## config.mk

```make
export PLATFORM = sky130hd
export DESIGN_NAME = parity_frame_tx
export DESIGN_NICKNAME = d
export VERILOG_FILES = /design/src/rtl/parity_pkg.sv /design/src/rtl/bit_timer.sv /design/src/rtl/parity_frame_tx.sv
export SDC_FILE = /design/constraint.sdc
export NUM_CORES = 1
export LEC_CHECK = 0
export BUFFER_PORTS_ARGS = -buffer_cell sky130_fd_sc_hd__buf_2
export CORE_MARGIN = 2
export CORE_UTILIZATION = 57
export DETAILED_ROUTE_END_ITERATION = 12
export PLACE_DENSITY = 0.8
export SLEW_MARGIN = 20
export SYNTH_ARGS = -nofsm -noshare
export SYNTH_HDL_FRONTEND = slang
export SYNTH_HIERARCHICAL = 1
export SYNTH_SLANG_ARGS = --single-unit
export TNS_END_PERCENT = 1
```

## constraint.sdc

```tcl
create_clock -name clk -period 4.5 [get_ports clk]
set_clock_uncertainty 0.1 [all_clocks]
set_input_delay 0.225 -clock clk [delete_from_list [all_inputs] [get_ports clk]]
set_output_delay 0.225 -clock clk [all_outputs]
set_load 0.03 [all_outputs]
```

## src/rtl/parity_pkg.sv

```systemverilog
// ============================================================
// parity_pkg : shared state encoding and line/mode constants for the parity transmitter and checker
// Revision 1.0
// ============================================================
`default_nettype none

package parity_pkg;

  typedef enum logic [2:0] {
    IDLE   = 3'd0,
    START  = 3'd1,
    DATA   = 3'd2,
    PARITY = 3'd3,
    STOP   = 3'd4
  } state_e;

  localparam logic MODE_EVEN = 1'b0;
  localparam logic MODE_ODD  = 1'b1;
  localparam logic LINE_IDLE = 1'b1;
  localparam logic START_BIT = 1'b0;

endpackage

`default_nettype wire

```

## src/rtl/bit_timer.sv

```systemverilog
// ============================================================
// bit_timer : counts clocks within one serial bit period and flags the last one
// Revision 1.0
// ============================================================
`default_nettype none

module bit_timer
  import parity_pkg::*;
#(
  parameter int BIT_CYCLES = 1
) (
  input  logic clk,
  input  logic rst,
  input  logic clr_i,
  input  logic run_i,
  output logic tick_o
);

  localparam int CW = (BIT_CYCLES > 1) ? $clog2(BIT_CYCLES) : 1;
  localparam logic [CW-1:0] C_LAST = CW'(BIT_CYCLES - 1);

  logic [CW-1:0] cyc_cnt_q;
  logic [CW-1:0] cyc_cnt_d;

  assign tick_o = run_i && (cyc_cnt_q == C_LAST);

  always_comb begin
    cyc_cnt_d = cyc_cnt_q;
    if (clr_i) begin
      cyc_cnt_d = '0;
    end else if (run_i) begin
      cyc_cnt_d = tick_o ? '0 : cyc_cnt_q + CW'(1);
    end
  end

  always_ff @(posedge clk) begin
    if (!rst) begin
      cyc_cnt_q <= '0;
    end else begin
      cyc_cnt_q <= cyc_cnt_d;
    end
  end

endmodule

`default_nettype wire

```

## src/rtl/parity_frame_tx.sv

```systemverilog
// ============================================================
// parity_frame_tx : serialises start, data (LSB first), parity and stop bits from a valid/ready word
// Revision 1.0
// ============================================================
`default_nettype none

module parity_frame_tx
  import parity_pkg::*;
#(
  parameter int DATA_W     = 3,
  parameter int BIT_CYCLES = 1
) (
  input  logic              clk,
  input  logic              rst,
  input  logic [DATA_W-1:0] data_in,
  input  logic              mode,
  input  logic              valid_in,
  output logic              ready_out,
  output logic              tx_out,
  output logic              busy,
  output logic              parity_out,
  output logic              done
);

  localparam int BW = (DATA_W > 1) ? $clog2(DATA_W) : 1;
  localparam logic [BW-1:0] C_LAST_BIT = BW'(DATA_W - 1);

  state_e            state_q;
  logic [DATA_W-1:0] shift_q;
  logic [BW-1:0]     bit_cnt_q;
  logic              ready_q;
  logic              tx_q;
  logic              busy_q;
  logic              parity_q;
  logic              done_q;

  logic w_hs;
  logic w_tick;

  assign w_hs       = valid_in && ready_q;
  assign ready_out  = ready_q;
  assign tx_out     = tx_q;
  assign busy       = busy_q;
  assign parity_out = parity_q;
  assign done       = done_q;

  bit_timer #(
    .BIT_CYCLES (BIT_CYCLES)
  ) u_bit_timer (
    .clk    (clk),
    .rst    (rst),
    .clr_i  (w_hs),
    .run_i  (busy_q),
    .tick_o (w_tick)
  );

  // tx_q is loaded with the level of the state being entered, so the line changes on the transition edge
  always_ff @(posedge clk) begin
    if (!rst) begin
      state_q   <= IDLE;
      shift_q   <= '0;
      bit_cnt_q <= '0;
      ready_q   <= 1'b1;
      tx_q      <= LINE_IDLE;
      busy_q    <= 1'b0;
      parity_q  <= 1'b0;
      done_q    <= 1'b0;
    end else begin
      done_q <= 1'b0;
      case (state_q)
        IDLE: begin
          if (w_hs) begin
            shift_q   <= data_in;
            parity_q  <= (^data_in) ^ (mode == MODE_ODD);
            bit_cnt_q <= '0;
            state_q   <= START;
            tx_q      <= START_BIT;
            busy_q    <= 1'b1;
            ready_q   <= 1'b0;
          end
        end
        START: begin
          if (w_tick) begin
            state_q   <= DATA;
            tx_q      <= shift_q[0];
            shift_q   <= shift_q >> 1;
            bit_cnt_q <= '0;
          end
        end
        DATA: begin
          if (w_tick) begin
            if (bit_cnt_q == C_LAST_BIT) begin
              state_q <= PARITY;
              tx_q    <= parity_q;
            end else begin
              bit_cnt_q <= bit_cnt_q + BW'(1);
              tx_q      <= shift_q[0];
              shift_q   <= shift_q >> 1;
            end
          end
        end
        PARITY: begin
          if (w_tick) begin
            state_q <= STOP;
            tx_q    <= LINE_IDLE;
          end
        end
        STOP: begin
          if (w_tick) begin
            state_q <= IDLE;
            done_q  <= 1'b1;
            busy_q  <= 1'b0;
            ready_q <= 1'b1;
          end
        end
        default: begin
          state_q <= IDLE;
          tx_q    <= LINE_IDLE;
          busy_q  <= 1'b0;
          ready_q <= 1'b1;
        end
      endcase
    end
  end

endmodule

`default_nettype wire
```

==> reports/summary.md, run 1 <==
* 645 — vias after detailed routing
* 0% — Post-synth ARST share
* 106 — Net count, final
* 8.744 µm² — Post-Synthesis Mean Instance Area
* sky130_fd_sc_hd__dfxtp_1, sky130_fd_sc_hd__nor2_1, sky130_fd_sc_hd__nand2_1 — largest cells by area after synthesis
* 1.93 ns — CP arrival
* 0 — sum of buffers and inverters on the critical path
* register — type of element capturing the critical path
* sky130_fd_sc_hd__dfxtp_1 — CP max-delay cell
* 16 — drt initial violations
* 549.7 MHz — Max Fclk
* 0 — count of final setup violators
* 0.29 ns — clock latency on the worst-skew pair
* 59.96% — starting utilization of the core area
* 0 — number of buffers inserted by hold repair at cts
* 31 — count of unique library cells instantiated by Yosys
* 11 — total of buffers placed on input and output ports
* o31ai_1 > a211oi_4 > nor2_1 > a311oi_1 — ordered list of cells on the worst path
* 0 — detailed-route DRC error count
* 66.27% — fraction of the core area covered by cells at the end of the flow
* no — RSZ-0062 raised after global routing
* register — Critical Path Start Type
* 12 — I/O pin count
* 0.09 ns — clock transition time at the flip-flop clock pins of the worst setup and hold paths
* 0.67 ns — Max stage delay on crit path
* 501 — number of global-route vias before repair
* 5.759 — routed via count divided by cell count
* 0 — number of max-cap violations
* 760.7 µm² — total standard cell area after synthesis
* met4 — max layer used
* 10.53% — P&R area growth vs syn
* 18 — pin count of the biggest net entering global routing
* 20.82% — overall fraction of global-route tracks in use
* 0 — final count of pins violating max slew
* 40.53 µm — vertical die dimension
* 1643 µm² — Die ar.
* 0 — PostCTS Resize Cnt
* 804.5 µm² — dpl cell area
* 0.3232 nW — leakage power total
* 1.819 ns — minimum clock period after layout
* yes — TritonCTS clock tree
* sky130_fd_sc_hd__dfxtp_1 — most instantiated library cell after synthesis
* 0 — number of antenna violations at the first check in global routing
* 1068 µm — total half-perimeter wirelength after legalization and detailed placement
* 2 — Clock Tree Buf Depth
* 4 — first drt pass iteration count
* 22.68% — proportion of layout cells with a drive suffix above 1
* 17 — peak fanout along the critical path
* 2159 µm — wire length of the first global-routing pass
* sky130_fd_sc_hd__dfxtp_1, sky130_fd_sc_hd__nor2_1, sky130_fd_sc_hd__nand2_1 — commonest cells in the synthesized netlist
* finished, final reports clean — outcome
* 14 — clock tree sinks
* 1470 µm — Final Routed Wirelength
* 0.7566 — RD Place Congestion
* 0 — total grt overflow
* 6 — count of warnings emitted by yosys
* 0 — setup fix buffers added after clock tree synthesis
* 55 µm — met3 wirelength from detailed routing
* compound AO/OA/AOI/OAI gates — Top Family by Delay on Critical Path
* 3 — number of clock buffers inserted by TritonCTS
* 685 µm — detailed-route wire length on metal 1
* sky130_fd_sc_hd__dfxtp_1 — main flop type after synthesis
* 40.53 µm — die width
* 0 — Post-synth EDFFs
* 0.5268 mW — overall power after layout
* sky130_fd_sc_hd__clkbuf_4 — Clock Tree Root
* 0 — number of hold violations in the final report
* 840.8 µm² — post-route cell area
* 36.84% — Yosys top cell area share
* 13.13 µm — average routed wire per standard cell
* 0 — remaining number of nets flagged by the antenna check after routing
* 626.6 nW/µm² — PwrDens
* primary input to register — kind of path behind the tightest hold check
* 0 — Ant. Diodes
* 87 — synthesized netlist cell count
* 14 — FF+latch count, synth
* 1269 µm² — standard cell core area
* 13 — number of rows created at floorplan
* 95 — post-synthesis net count
* register to register — category of the most critical setup path
* 4.61 ns — required time at the worst-slack endpoint
* 676 µm — met2 wire len
* 350.6 µV — peak supply drop
* 1 — H-tree depth
* 63.85% — Max-Slew Margin vs Limit
* 0 ns — summed negative setup slack over all endpoints
* 40.42% — period utilisation layout
* 0.5415 ns — worst-margin pin slew
* 36.84% — Seq/Total Area, Yosys
* sky130_fd_sc_hd__dfxtp_1 — area leader, netlist
## routing by layer
layer | track usage [%] | vias up
met4 | 17.50 | 0
met3 | 3.333 | 5
met1 | 25.50 | 300
met5 | 0 | -
li1 | - | 327
met2 | 31.35 | 13
## kinds of logic (layout without fill, tap and decap cells)
| family | after synthesis | count (layout) | synth area share (%) |
|---|---|---|---|
| compound gates | 22 | 22 | 23.19 |
| xor+xnor | 4 | 4 | 4.606 |
| fa+ha+maj | 1 | 1 | 1.644 |
| buf+inv | 8 | 18 | 5.428 |
| flops | 14 | 14 | 36.84 |
| mux | 2 | 2 | 2.632 |
| simple gates | 36 | 36 | 25.66 |
## tightest hold or removal path, delay by kind of cell
family                 cells  cell delay, ns
buffers and inverters      1            0.09
and+or+nand+nor            1            0.09
AOI/OAI and AO/OA          1            0.08
## state kept, by name (all words and copies together) (netlist names)
signal / cells
tx_out: 1
bit_cnt_q: 2
shift_q: 3
state_q: 3
busy: 1
done: 1
ready_out: 1
parity_out: 1
u_bit_timer/cyc_cnt_q: 1
## layout make-up
class	count	area, µm²
Multi-Input combinational cell	65	439.2
Fill cell	109	427.9
Sequential cell	14	280.3
Timing Repair Buffer	11	55.05
Clock buffer	4	36.28
Tap cell	15	18.77
Inverter	3	11.26
## cells in the final DEF (no fill, tap or decap), types with 2 or more instances in the layout
cell type	n
sky130_fd_sc_hd__xor2_1	2
sky130_fd_sc_hd__nor2b_1	2
sky130_fd_sc_hd__nand2b_1	2
sky130_fd_sc_hd__a311oi_1	2
sky130_fd_sc_hd__nor4_1	2
sky130_fd_sc_hd__buf_2	11
sky130_fd_sc_hd__inv_1	3
sky130_fd_sc_hd__o31ai_1	2
sky130_fd_sc_hd__nor2_1	13
sky130_fd_sc_hd__clkbuf_4	3
sky130_fd_sc_hd__o21ai_0	7
sky130_fd_sc_hd__mux2i_1	2
sky130_fd_sc_hd__dfxtp_1	14
sky130_fd_sc_hd__a21oi_1	3
sky130_fd_sc_hd__xnor2_1	2
sky130_fd_sc_hd__nand2_1	11
## final timing paths
kind	start	endpoint	slack, ns	cells after the start
hold / removal	data_in[2]	shift_q[2]	0.13	3
hold reg to reg	shift_q[2]	shift_q[2]	0.38	2
setup / recovery	state_q[2]	shift_q[1]	2.68	4
setup reg to reg	state_q[2]	shift_q[1]	2.68	4
## where the power goes
group	internal (mW)	switching [mW]	total, mW
clock network	0.0494	0.0444	0.0937
registers	0.157	0.0439	0.201
logic	0.101	0.131	0.232
total	0.307	0.220	0.527
## per-stage QoR
stage          std cells  worst slack (ns)  hold slack [ns]
3_5_place_dp         108             2.696           0.3600
3_3_place_gp         108             2.776           0.3495
5_1_grt              112             2.520           0.1455
6_report             112             2.681           0.1287
4_1_cts              112             2.688           0.1297
2_1_floorplan         87             2.702           0.2912
Note: power is estimated with default switching activity, not from simulation.
==> run 2: changes to the inputs <==
- CORE_UTILIZATION: 57 -> 53
- PLACE_DENSITY: 0.8 -> 0.75
- clock period: 4.5 -> 1.8 ns (I/O delays scaled with it)
==> run 2 against run 1 <==
The run now ends with negative hold slack left. Sequential share of layout area down 1.8 points. Sequential cell count stayed put. Clock power is 140% higher. First-iteration DRC count is 44% lower. Highest routed layer unchanged.
==> reports/summary.md, run 2 (synthesized netlist as in run 1, its figures left out) <==
* finished with violations — outcome
* negative hold slack — violated checks
* 0 — count of final setup violators, unchanged
* 11 — total of buffers placed on input and output ports, unchanged
* 12 — I/O pin count, unchanged
* -0.0009263 ns — worst hold margin, -0.1296 ns
* primary input to register — kind of path behind the tightest hold check
* 1.75 ns — CP arrival, -0.18 ns
* 57.74% — starting utilization of the core area, -2.2 points
* 0.4214 ns — worst-margin pin slew, -0.1201 ns
* 1 — H-tree depth, unchanged
* sky130_fd_sc_hd__dfxtp_1 — commonest non-fill, non-tap cell in the layout
* 0 — number of antenna violations at the first check in global routing, unchanged
* 1 — number of hold violations in the final report, +1
* bit_cnt_q[0] — timing startpoint of the critical path
* 3 — Cells on Worst Hold Path, unchanged
* 7 — peak fanout along the critical path, -10
* register — type of element capturing the critical path
* 2449 µm — wire length of the first global-routing pass, +13%
* 0.8018 — RD Place Congestion, +6.0%
* 1451 µm — Final Routed Wirelength, -1.3%
* 0 — number of max-cap violations, unchanged
* no — RSZ-0062 raised after global routing
* 0.28 ns — clock latency on the worst-skew pair, about the same
* 0 — final count of pins violating max slew, unchanged
* 0 — Ant. Diodes, unchanged
* 930.2 µV — peak supply drop, +170%
* 0 — remaining number of nets flagged by the antenna check after routing, unchanged
* 1123 µm — total half-perimeter wirelength after legalization and detailed placement, +5.1%
* 14 — clock tree sinks, unchanged
* 0 ns — summed negative setup slack over all endpoints, unchanged
* data_in[2] — Hold Path Origin
* 615 — number of global-route vias before repair, +23%
* 12.30 µm — average routed wire per standard cell, -6.3%
* 0 — total grt overflow, unchanged
* 0.33 ns — Max stage delay on crit path, -0.34 ns
* 1.630 ns — minimum clock period after layout, -0.1889 ns
* 0 — setup fix buffers added after clock tree synthesis, unchanged
* 16.78% — P&R area growth vs syn
* 90.56% — period utilisation layout, +50 points
* 1.92 ns — required time at the worst-slack endpoint, -2.69 ns
* bit_cnt_q[0] — FF-to-FF End
* 41.89 µm — vertical die dimension, +3.3%
* yes — TritonCTS clock tree
* 67.43% — fraction of the core area covered by cells at the end of the flow, +1.2 points
* 9 — drt initial violations, -7
* shift_q[2] — hold endpoint
* 0.3536 nW — leakage power total, +9.4%
* 1318 µm² — standard cell core area, +3.8%
* 32.81% — GR Layer Usage met2, +1.5 points
* 4 — first drt pass iteration count, unchanged
* 613.4 MHz — Max Fclk, +12%
* 1754 µm² — Die ar., +6.8%
* 71.67% — Max-Slew Margin vs Limit, +7.8 points
* sky130_fd_sc_hd__dfxtp_1 — CP max-delay cell
* 26.21% — proportion of layout cells with a drive suffix above 1, +3.5 points
* 12 — pin count of the biggest net entering global routing, -6
* 5.458 — routed via count divided by cell count, -5.2%
* inv_1 > ha_1 > o21a_4 > a211oi_4 > buf_4 > mux2i_1 — ordered list of cells on the worst path
* 0.17 ns — reg-to-reg setup timing slack, -2.51 ns
* 2.609% — met3 track demand over resource in global routing, -0.72 points
* compound AO/OA/AOI/OAI gates — Top Family by Delay on Critical Path
* 1.358 mW — overall power after layout, +160%
* 0 — detailed-route DRC error count, unchanged
* 842.1 µm² — dpl cell area, +4.7%
* 13 — number of rows created at floorplan, unchanged
* 6 — number of cells on the worst reg-to-reg path, +2
* 2 — Clock Tree Buf Depth, unchanged
* register to register — category of the most critical setup path
* register — Critical Path Start Type
* 17.89% — overall fraction of global-route tracks in use, -2.9 points
* shift_q: 3 flops, state_q: 3 flops, bit_cnt_q: 2 flops — largest registers ranked by flip-flop count
* bit_cnt_q[0] — Worst R2R Start
* 20.16% — met1 Track Usage GR, -5.3 points
* 1529 nW/µm² — PwrDens, +140%
* 3 — number of clock buffers inserted by TritonCTS, unchanged
* 644 — vias after detailed routing, -0.16%
* 41.89 µm — die width, +3.3%
* sky130_fd_sc_hd__clkbuf_4 — Clock Tree Root
* met2 — most utilized layer in the global route result
* sky130_fd_sc_hd__dfxtp_1, sky130_fd_sc_hd__nor2_1, sky130_fd_sc_hd__nand2_1, sky130_fd_sc_hd__buf_2, sky130_fd_sc_hd__o21ai_0 — highest-count cells in the layout ignoring fill and taps
* 888.4 µm² — post-route cell area, +5.7%
* 2 — sum of buffers and inverters on the critical path, +2
* 0.08 ns — clock transition time at the flip-flop clock pins of the worst setup and hold paths, about the same
* 112 — Net count, final, +5.7%
## run 2: changes by cell type in the layout (fill, tap and decap cells not counted), sizes merged
cell	before	now
buf	11	16
dlygate4sd3	0	1
## run 2: layout make-up
type | instances | area (µm²)
Timing Repair Buffer | 17 | 102.6
Inverter | 3 | 11.26
Clock buffer | 4 | 36.28
Multi-Input combinational cell | 65 | 439.2
Sequential cell | 14 | 280.3
Tap cell | 15 | 18.77
Fill cell | 114 | 429.2
## run 2: stage by stage
| stage | std cells | setup WS [ns] |
|---|---|---|
| after floorplan | 87 | 0.001991 |
| after global placement | 113 | 0.1887 |
| after detailed placement | 113 | 0.1325 |
| after CTS | 118 | 0.1161 |
| after global routing | 118 | 0.02905 |
| final | 118 | 0.1698 |
## run 2: worst reg2reg max path, cell delays in order (launching register included)
cell and delay [ns]:
sky130_fd_sc_hd__dfxtp_1 0.33, sky130_fd_sc_hd__inv_1 0.06, sky130_fd_sc_hd__ha_1 0.22, sky130_fd_sc_hd__o21a_4 0.21, sky130_fd_sc_hd__a211oi_4 0.28, sky130_fd_sc_hd__buf_4 0.19
sky130_fd_sc_hd__mux2i_1 0.17
## run 2: worst max path at each step
stage | cells past startpoint | slack [ns] | to
2_1_floorplan | 5 | 0.002 | shift_q[0]
4_1_cts | 6 | 0.12 | bit_cnt_q[0]
6_report | 6 | 0.17 | bit_cnt_q[0]
3_3_place_gp | 6 | 0.19 | bit_cnt_q[0]
5_1_grt | 6 | 0.03 | shift_q[0]
3_5_place_dp | 6 | 0.13 | bit_cnt_q[0]
## run 2: what timing repair did
action	CTS	global route
resized for setup	0	0
endpoints found under the setup margin	0	3
endpoints found under the hold margin	1	0
hold buffers	1	0
## run 2: layer usage
layer	routed length, µm	share of wire (%)
met5	0	0
met4	25	1.7
met3	54	3.7
met2	687	47
met1	684	47
## run 2: where the power goes
part | internal [mW] | switching [mW]
clock network | 0.123 | 0.100
logic | 0.299 | 0.350
registers | 0.392 | 0.0933
total | 0.815 | 0.544
